File: config.mk
export PLATFORM = sky130hd
export DESIGN_NAME = coeff_bank_loader
export DESIGN_NICKNAME = d
export VERILOG_FILES = /design/src/rtl/coeff_bank_loader_pkg.sv /design/src/rtl/coeff_bank_loader_stage.sv /design/src/rtl/coeff_bank_loader.sv
export SDC_FILE = /design/constraint.sdc
export NUM_CORES = 1
export LEC_CHECK = 0
export CORE_MARGIN = 2
export CORE_UTILIZATION = 60
export CTS_CLUSTER_DIAMETER = 100
export CTS_CLUSTER_SIZE = 20
export DETAILED_ROUTE_END_ITERATION = 8
export PLACE_DENSITY = 0.89
export RECOVER_POWER = 50
export SYNTH_ARGS = -nofsm -noshare
export SYNTH_HDL_FRONTEND = slang
export SYNTH_SLANG_ARGS = --single-unit
File: constraint.sdc
create_clock -name Clk_i -period 5.55 [get_ports Clk_i]
set_clock_uncertainty 0.05 [all_clocks]
set_input_delay 0.555 -clock Clk_i [delete_from_list [all_inputs] [get_ports Clk_i]]
set_output_delay 0.555 -clock Clk_i [all_outputs]
set_load 0.1 [all_outputs]
File: src/rtl/coeff_bank_loader_pkg.sv
// Shared definitions for the FIR coefficient bank loader: FSM states,
// default widths, tap-count derivation and the symmetric mirror index.
package coeff_bank_loader_pkg;

    typedef enum logic [1:0] {
        IDLE    = 2'd0,
        COLLECT = 2'd1,
        COMMIT  = 2'd2
    } state_t;

    localparam int unsigned DEF_ADDR_WIDTH = 4;
    localparam int unsigned DEF_DATA_WIDTH = 18;

    // Number of taps held by a bank addressed with aw bits.
    function automatic int unsigned calcNtaps(input int unsigned aw);
        return 32'd1 << aw;
    endfunction

    // Mirrored tap index used by linear-phase (symmetric) coefficient sets.
    function automatic int unsigned mirrorIdx(input int unsigned aw, input int unsigned k);
        return calcNtaps(aw) - 32'd1 - k;
    endfunction

endpackage

File: src/rtl/coeff_bank_loader_stage.sv
// Local staging register file: one synchronous write port used while a set
// is collected, one combinational read port used while the set is committed.
// Contents are deliberately not reset; stale entries are never read.
module coeff_stage_regs
    import coeff_bank_loader_pkg::*;
#(
    parameter int unsigned addrWidth = DEF_ADDR_WIDTH,
    parameter int unsigned dataWidth = DEF_DATA_WIDTH
) (
    input  logic                 i_clk,
    input  logic                 i_wrEn,
    input  logic [addrWidth-1:0] i_wrAddr,
    input  logic [dataWidth-1:0] i_wrData,
    input  logic [addrWidth-1:0] i_rdAddr,
    output logic [dataWidth-1:0] o_rdData
);

    localparam int unsigned NTAPS = calcNtaps(addrWidth);

    logic [dataWidth-1:0] r_mem [NTAPS];

    // Store an incoming coefficient word at its staging slot.
    always_ff @(posedge i_clk) begin
        if (i_wrEn) begin
            r_mem[i_wrAddr] <= i_wrData;
        end
    end

    assign o_rdData = r_mem[i_rdAddr];

endmodule

File: src/rtl/coeff_bank_loader.sv
// Coefficient bank writer: collects a complete coefficient set into local
// staging, then streams it to the filter's write port in one burst so a
// partial or aborted set never reaches the live bank.
module coeff_bank_loader
    import coeff_bank_loader_pkg::*;
#(
    parameter int unsigned addrWidth = DEF_ADDR_WIDTH,
    parameter int unsigned dataWidth = DEF_DATA_WIDTH
) (
    input  logic                 Clk_i,
    input  logic                 Rst_i,
    input  logic                 Sym_i,
    input  logic [dataWidth-1:0] Coeff_i,
    input  logic                 CoeffValid_i,
    input  logic                 CoeffFirst_i,
    output logic                 CoeffReady_o,
    output logic [addrWidth-1:0] CoeffAddr_o,
    output logic [dataWidth-1:0] CoeffData_o,
    output logic                 CoeffWr_o,
    output logic                 Busy_o,
    output logic                 Done_o,
    output logic                 Err_o
);

    localparam int unsigned      NTAPS   = calcNtaps(addrWidth);
    localparam logic [addrWidth:0] NTAPS_C = (addrWidth+1)'(NTAPS);
    localparam logic [addrWidth:0] HALF_C  = (addrWidth+1)'(NTAPS / 2);
    localparam logic [addrWidth:0] ONE_C   = (addrWidth+1)'(1);

    state_t               r_state;
    state_t               w_nextState;

    logic [addrWidth:0]   r_count;
    logic [addrWidth:0]   r_commitIdx;
    logic                 r_sym;
    logic                 r_ready;
    logic [addrWidth-1:0] r_addr;
    logic [dataWidth-1:0] r_data;
    logic                 r_wr;
    logic                 r_busy;
    logic                 r_done;
    logic                 r_err;

    logic [addrWidth:0]   w_nextCount;
    logic [addrWidth:0]   w_nextCommitIdx;
    logic                 w_nextSym;
    logic                 w_nextReady;
    logic [addrWidth-1:0] w_nextAddr;
    logic [dataWidth-1:0] w_nextData;
    logic                 w_nextWr;
    logic                 w_nextBusy;
    logic                 w_nextDone;
    logic                 w_nextErr;

    logic                 w_accept;
    logic [addrWidth:0]   w_expected;
    logic [addrWidth:0]   w_countInc;
    logic                 w_lastWord;
    logic                 w_stageWe;
    logic [addrWidth-1:0] w_stageAddr;
    logic [addrWidth-1:0] w_mirrorAddr;
    logic [addrWidth-1:0] w_rdAddr;
    logic [dataWidth-1:0] w_rdData;

    // A word moves only when the registered ready is high; the set length
    // halves in symmetric mode because the upper half is mirrored on commit.
    assign w_accept     = CoeffValid_i & r_ready;
    assign w_expected   = r_sym ? HALF_C : NTAPS_C;
    assign w_countInc   = r_count + ONE_C;
    assign w_lastWord   = (r_state == COLLECT) && w_accept && !CoeffFirst_i &&
                          (w_countInc == w_expected);
    assign w_mirrorAddr = addrWidth'(mirrorIdx(addrWidth, 32'(r_commitIdx)));
    assign w_rdAddr     = (r_sym && (r_commitIdx >= HALF_C)) ? w_mirrorAddr
                                                            : r_commitIdx[addrWidth-1:0];

    coeff_stage_regs #(
        .addrWidth (addrWidth),
        .dataWidth (dataWidth)
    ) u_stage (
        .i_clk    (Clk_i),
        .i_wrEn   (w_stageWe),
        .i_wrAddr (w_stageAddr),
        .i_wrData (Coeff_i),
        .i_rdAddr (w_rdAddr),
        .o_rdData (w_rdData)
    );

    // FSM state register.
    always_ff @(posedge Clk_i) begin
        if (!Rst_i) begin
            r_state <= IDLE;
        end else begin
            r_state <= w_nextState;
        end
    end

    // FSM next-state decision.
    always_comb begin
        w_nextState = r_state;
        case (r_state)
            IDLE: begin
                if (w_accept && CoeffFirst_i) begin
                    w_nextState = COLLECT;
                end
            end
            COLLECT: begin
                if (w_lastWord) begin
                    w_nextState = COMMIT;
                end
            end
            COMMIT: begin
                if (r_commitIdx == NTAPS_C) begin
                    w_nextState = IDLE;
                end
            end
            default: w_nextState = IDLE;
        endcase
    end

    // FSM outputs: staging writes, counters and next values of the output registers.
    always_comb begin
        w_nextCount     = r_count;
        w_nextCommitIdx = r_commitIdx;
        w_nextSym       = r_sym;
        w_nextAddr      = r_addr;
        w_nextData      = r_data;
        w_nextWr        = 1'b0;
        w_nextDone      = 1'b0;
        w_nextErr       = 1'b0;
        w_stageWe       = 1'b0;
        w_stageAddr     = r_count[addrWidth-1:0];
        w_nextReady     = (w_nextState != COMMIT);
        w_nextBusy      = (w_nextState != IDLE);
        case (r_state)
            IDLE: begin
                w_nextCommitIdx = '0;
                if (w_accept) begin
                    if (CoeffFirst_i) begin
                        w_stageWe   = 1'b1;
                        w_stageAddr = '0;
                        w_nextSym   = Sym_i;
                        w_nextCount = ONE_C;
                    end else begin
                        w_nextErr   = 1'b1;
                    end
                end
            end
            COLLECT: begin
                if (w_accept) begin
                    w_stageWe = 1'b1;
                    if (CoeffFirst_i) begin
                        w_nextErr   = 1'b1;
                        w_stageAddr = '0;
                        w_nextSym   = Sym_i;
                        w_nextCount = ONE_C;
                    end else begin
                        w_nextCount = w_countInc;
                    end
                end
                if (w_lastWord) begin
                    w_nextWr        = 1'b1;
                    w_nextAddr      = '0;
                    w_nextData      = w_rdData;
                    w_nextCommitIdx = ONE_C;
                end
            end
            COMMIT: begin
                if (r_commitIdx == NTAPS_C) begin
                    w_nextDone      = 1'b1;
                    w_nextCommitIdx = '0;
                    w_nextCount     = '0;
                end else begin
                    w_nextWr        = 1'b1;
                    w_nextAddr      = r_commitIdx[addrWidth-1:0];
                    w_nextData      = w_rdData;
                    w_nextCommitIdx = r_commitIdx + ONE_C;
                end
            end
            default: begin
                w_nextCommitIdx = '0;
            end
        endcase
    end

    // Counters and registered outputs.
    always_ff @(posedge Clk_i) begin
        if (!Rst_i) begin
            r_count     <= '0;
            r_commitIdx <= '0;
            r_sym       <= 1'b0;
            r_ready     <= 1'b0;
            r_addr      <= '0;
            r_data      <= '0;
            r_wr        <= 1'b0;
            r_busy      <= 1'b0;
            r_done      <= 1'b0;
            r_err       <= 1'b0;
        end else begin
            r_count     <= w_nextCount;
            r_commitIdx <= w_nextCommitIdx;
            r_sym       <= w_nextSym;
            r_ready     <= w_nextReady;
            r_addr      <= w_nextAddr;
            r_data      <= w_nextData;
            r_wr        <= w_nextWr;
            r_busy      <= w_nextBusy;
            r_done      <= w_nextDone;
            r_err       <= w_nextErr;
        end
    end

    assign CoeffReady_o = r_ready;
    assign CoeffAddr_o  = r_addr;
    assign CoeffData_o  = r_data;
    assign CoeffWr_o    = r_wr;
    assign Busy_o       = r_busy;
    assign Done_o       = r_done;
    assign Err_o        = r_err;

endmodule
After elaboration in Yosys (flattened, before gate mapping)
Memory sizes are Yosys's and may differ from the RTL's.
Index checks and enable logic that the tools add are counted.
- register bits: 40
- bits in latches: 0
- RAM bits: 288
- memory bits (read-only): 0
- input port bits: 23
- memories: 1
- add/subtract/negate cells: 3
- multipliers: 0
- div/mod/pow operators: 0
- magnitude comparators: 1
- equality and inequality tests: 11
- shift operators: 0
- muxes and demuxes: 37
- bitwise gates (word level): 1
- reductions and logical operators: 15
- memory list (name ; depth ; width ; read ports ; clocked after memory_dff ; wr ports ; RTL line ; text):
    u_stage.r_mem ; 16 ; 18 ; 1 ; 0 ; 1 ; coeff_bank_loader_stage.sv:20 ; logic [dataWidth-1:0] r_mem [NTAPS];
- operator list (kind ; number):
    $mux 5 ; 8
    $mux 18 ; 2
    $pmux 18 s2 ; 1
    $mux 4 ; 6
    $pmux 5 s3 ; 1
    $ne 2x2->1 const B ; 7
    $add 5x1->5 const B ; 2
    $mux 1 ; 10
    $pmux 5 s2 ; 1
    $pmux 4 s2 ; 1
    $mux 2 ; 3
    $pmux 1 s2 ; 3
    $pmux 2 s3 ; 1
    $reduce_and 3->1 ; 2
    $eq 5x5->1 ; 1
    $eq 5x5->1 const B ; 1
    $ge 5x4->1 const B ; 1
    $logic_and 1x1->1 ; 5
    $reduce_and 5->1 ; 1
    $reduce_bool 2->1 ; 2
    $sub 4x4->4 const A ; 1
    $reduce_bool 3->1 ; 1
    $eq 2x1->1 const B ; 1
    $eq 2x2->1 const B ; 1
    other kinds (5) ; 5

Longest topological paths before layout
- depth in word-level cells: 7
- mapped depth: 12
- mapped depth without buffers: 8

Modules after synthesis
A second synthesis with hierarchy kept.
- cells, all modules: 715
- area total of the unflattened synthesis: 13010.0 um^2
- by module, submodules not included (module ; instances ; cells an instance ; area an instance (um^2)):
    coeff_stage_regs ; 1 ; 464 ; 10961.8
    coeff_bank_loader ; 1 ; 251 ; 2048.2

Worst setup path after synthesis
No wires, ideal clock.
- path kind: flip-flop to flip-flop
- start: register r_ready, in the netlist CoeffReady_o
- end: memory u_stage.r_mem[3][0] (netlist name), enable pin
- arrival time: 3471 ps
- slack: 1583 ps
- cell stages (with the launch flop): 5
- path through: dfxtp_1 > and2_1 > buf_2 > nand4b_1 > nor4b_1
- longest elaborated chain between the ends: 5
- elaborated cells between the ends (all ways): 8
- ends and longest elaborated chain (item ; RTL line ; text):
    from (decl) ; coeff_bank_loader.sv:36 ; logic r_ready;
    from (signal assigned) ; coeff_bank_loader.sv:202 ; r_ready <= w_nextReady;
    $and 1x1->1 (*) ; coeff_bank_loader.sv:67 ; assign w_accept = CoeffValid_i & r_ready;
    $mux 1 ; coeff_bank_loader.sv:149 ; if (w_accept) begin
    $pmux 1 s2 ; coeff_bank_loader.sv:134 ; case (r_state)
    $mux 1 ; coeff_bank_loader_stage.sv:24 ; if (i_wrEn) begin
    $mux 1 (implied by the code) ; coeff_bank_loader_stage.sv:25 ; r_mem[i_wrAddr] <= i_wrData;
    to (decl) ; coeff_bank_loader_stage.sv:20 ;
Mark *: on every way between the ends. The rest lies on a longest branch, timed or not.

Worst setup path after layout
- start: register r_state[1]
- end: memory u_stage.r_mem[2][7] (netlist name), enable pin
- longest elaborated chain between the ends: 4
- elaborated cells between the ends (all ways): 7
- ends and longest elaborated chain (item ; RTL line ; text):
    from (decl) ; coeff_bank_loader.sv:30 ; state_t r_state;
    from (signal assigned) ; coeff_bank_loader.sv:93 ; r_state <= w_nextState;
    $eq 2x1->1 or $logic_not 2->1 (tied branches) ; coeff_bank_loader.sv:134 ;
    $pmux 1 s2 ; coeff_bank_loader.sv:134 ;
    $mux 1 ; coeff_bank_loader_stage.sv:24 ;
    $mux 1 (implied by the code) ; coeff_bank_loader_stage.sv:25 ;
Parallel ways exist; a longest one is shown, timed or not.

==> impl_metrics.tcl <==
set metrics [dict create \
    worst_pin_slew_ns 1.64 \
    fin_crit_ns 3.48 \
    peakVddDrop_mv 0.247 \
    intPower_mw 3.44 \
    final_common_cell "edfxtp_1" \
    area_delta_synth_final_pct 8.90 \
    place_ws_ns 2.12 \
    maxSlewHeadroom_pct -9.24 \
    path_buf_inv 2 \
    cts_hold_buffers 0 \
    async_flop_share_pct 0 \
    yosys-top-cells-area "edfxtp_1 57%, mux4_2 9.6%, dfxtp_1 5.3%" \
    end_kind "flop" \
    ys_types 58 \
    avgViaCountPerCell 7.65 \
    wire_per_inst_um 29.2 \
    clk_pin_slew_ns 0.08 \
    die_area_mm2 0.0266 \
    switchingPower_uw 951 \
    cp.required_ns 5.63 \
    finalCritPeriodShare_pct 62.8 \
    cp.arrival_ns 3.56 \
    grt_pass1_wl_mm 61.5 \
    io_buffers 49 \
    ys_seq_area_share_pct 62.2 \
    synth_area_mm2 0.0152 \
    ys_seq_elements 328 \
    cts.sinks 328 \
    holdCritPathClass "flop to flop" \
    syn_avg_cell_area_um2 14.2 \
    cp_max_fo 18 \
    crit_path_top_delay_cell "clkbuf_1" \
    yosysTopAreaCell "edfxtp_1" \
    rr_endpoint "u_stage.r_mem[2][7]$_DFFE_PP_" \
    num_rows 58 \
    cts_tree "done" \
    vias 10800 \
    crit_path_end "u_stage.r_mem[2][7]$_DFFE_PP_" \
    n_fill_cell 1662 \
    grt_max_degree 57 \
    drive_above_1_share_pct 14.6 \
    final_cell_mix "288 x edfxtp_1, 65 x mux4_2, 55 x nor2_1" \
    report.final.slew_viol_count 57 \
    clockBufferDepth 3 \
    rrSetupSlack_ns 2.07 \
    clock.fmax_mhz 287 \
    rr_worst_depth 6 \
    hpwl_mm 23.9 \
    crit_path_start_kind "flop" \
    die_w_um 163 \
    cp.depth 6 \
    hold_viol 0 \
    grt_pass1_vias 10600 \
    setup_viol 0 \
    core-area_mm2 0.0250 \
    slowest_delay_ns 1.19 \
    die_h_um 163 \
    floorplan.initialDensity_pct 60.7 \
    grtUsageTotal_pct 31.0 \
    synth_edf_count 288 \
    wl_met1_mm 13.7 \
    wl_met2_mm 19.3 \
    antenna_found_initial 5 \
    grt_setup_unrepaired "false" \
    clock_latency_ns 0.54 \
    p_per_area_mw_per_mm2 265 \
    synth_nets 1097 \
    maxCapViolCount 3 \
    dr.pass1.iters 6 \
    routed.top_layer "met5" \
    htreeDepth 1 \
    crit_family "buffers and inverters" \
    combPwrFrac_pct 4.3 \
    crit_chain "inv_1 -> ha_1 -> nor2b_1 -> nand4b_1 -> nor2_2 -> clkbuf_1" \
    run_status "finished with violations" \
    io_pins 50 \
    clkPwrFrac_pct 34.1 \
    drt_iter0_drc 1750 \
    criticalPathCategory "flop to flop" \
    post_cts_resized 0 \
    synth_top_flop_cell "edfxtp_1" \
    place.gp.congestion 0.860 \
    overflow 0 \
    rr_startpoint "r_state[1]$_SDFF_PN0_" \
    switching_share_pct 21.7 \
    cts-root-buf "clkbuf_16" \
    ant_nets 0 \
    cts_made_buffers 20 \
    post_cts_buffers 0 \
    netlist_instances 1066 \
    wl_met3_mm 5.48 \
    ys.warnings.count 0 \
    violations "capacitance limit, slew limit" \
    postLayoutSetupSlackWorst_ns 2.07 \
    netlist.area_leader.share_pct 56.9 \
    startpoint "r_state[1]$_SDFF_PN0_" \
    tns_ns 0 \
    nets 1102 \
    wl_mm 41.3 \
    p_seq_share_pct 61.6 \
    post-route-drc-count 0 \
    leakagePower_nw 5.02 \
]
[logic make-up (layout without fill, tap and decap cells)]
logic type      count (synthesis)  in the layout  share of synthesized area, %
fa+ha+maj                       8              8                         0.659
compound gates                291            291                          13.9
xor+xnor                        4              4                         0.280
buf+inv                       101            119                          2.91
flops                         328            328                          62.2
other cells                     0              1                             0
mux                           100            100                          12.0
simple gates                  234            234                          8.07
[Yosys cell counts (19+ instances only)]
| cell | count |
|---|---|
| nand2_1 | 33 |
| o32ai_1 | 31 |
| o22ai_1 | 40 |
| nor3_1 | 38 |
| nor2_1 | 70 |
| a21oi_1 | 48 |
| a2111oi_0 | 19 |
| clkbuf_1 | 59 |
| mux4_2 | 65 |
| edfxtp_1 | 288 |
| and2_1 | 20 |
| dfxtp_1 | 40 |
| mux2i_1 | 34 |
| o21ai_0 | 34 |
[stage by stage]
step	cells	power, mW	utilization [%]	area [um^2]	hold slack, ns
5_1_grt	1414	4.48	66.0	16500	0.441
6_report	1415	4.39	66.1	16500	0.417
3_3_place_gp	1379	2.94	63.8	16000	0.395
3_5_place_dp	1379	2.95	63.8	16000	0.410
4_1_cts	1414	4.38	66.1	16600	0.420
2_1_floorplan	1066	2.87	-	15200	0.394
[metal layers]
metal	vias to the layer above	track usage, %
met5	-	0
met4	8	17.7
met3	238	7.24
met2	942	49.8
met1	5229	39.2
li1	4401	-
[state kept, by name, indices dropped and copies added (netlist names)]
signal,cells
Busy_o,1
r_commitIdx,5
CoeffReady_o,1
CoeffWr_o,1
r_sym,1
CoeffAddr_o,4
r_count,5
Done_o,1
r_state,2
CoeffData_o,18
Err_o,1
u_stage.r_mem,288
[how the worst min path moves through the flow]
stage,start,end,slack (ns),depth (start not counted)
3_3_place_gp,CoeffAddr_o[0]$_SDFFE_PN0P_,CoeffAddr_o[0]$_SDFFE_PN0P_,0.40,2
6_report,CoeffAddr_o[1]$_SDFFE_PN0P_,CoeffAddr_o[1]$_SDFFE_PN0P_,0.42,2
4_1_cts,CoeffAddr_o[1]$_SDFFE_PN0P_,CoeffAddr_o[1]$_SDFFE_PN0P_,0.42,2
5_1_grt,CoeffAddr_o[1]$_SDFFE_PN0P_,CoeffAddr_o[1]$_SDFFE_PN0P_,0.44,2
2_1_floorplan,r_count[4]$_SDFFE_PN0P_,r_count[4]$_SDFFE_PN0P_,0.39,2
3_5_place_dp,CoeffAddr_o[1]$_SDFFE_PN0P_,CoeffAddr_o[1]$_SDFFE_PN0P_,0.41,2
[tightest hold or removal path: cells and delay by family, from the launching register on]
family           cells  cell delay [ns]
AO/OA/AOI/OAI        1             0.06
flip-flops           1             0.32
AND/OR/NAND/NOR      1             0.05
[cell type report]
cell class	instances	area, um^2	share of cell area [%]
Clock inverter	3	30.0	0.182
Antenna cell	1	2.50	0.0151
Sequential cell	328	9460	57.2
Tap cell	330	413	2.50
Clock buffer	32	556	3.36
Timing Repair Buffer	77	689	4.17
Inverter	7	26.3	0.159
Multi-Input combinational cell	637	5360	32.4
[power groups by stage]
| stage | registers (mW) | logic (mW) | clock network [mW] |
|---|---|---|---|
| after floorplan | 2.82 | 0.0513 | 0 |
| after global placement | 2.76 | 0.181 | 0 |
| after detailed placement | 2.76 | 0.187 | 0 |
| after CTS | 2.70 | 0.188 | 1.49 |
| after global routing | 2.71 | 0.195 | 1.57 |
| final | 2.71 | 0.187 | 1.50 |
No activity file was read; power rests on OpenSTA's default activity.
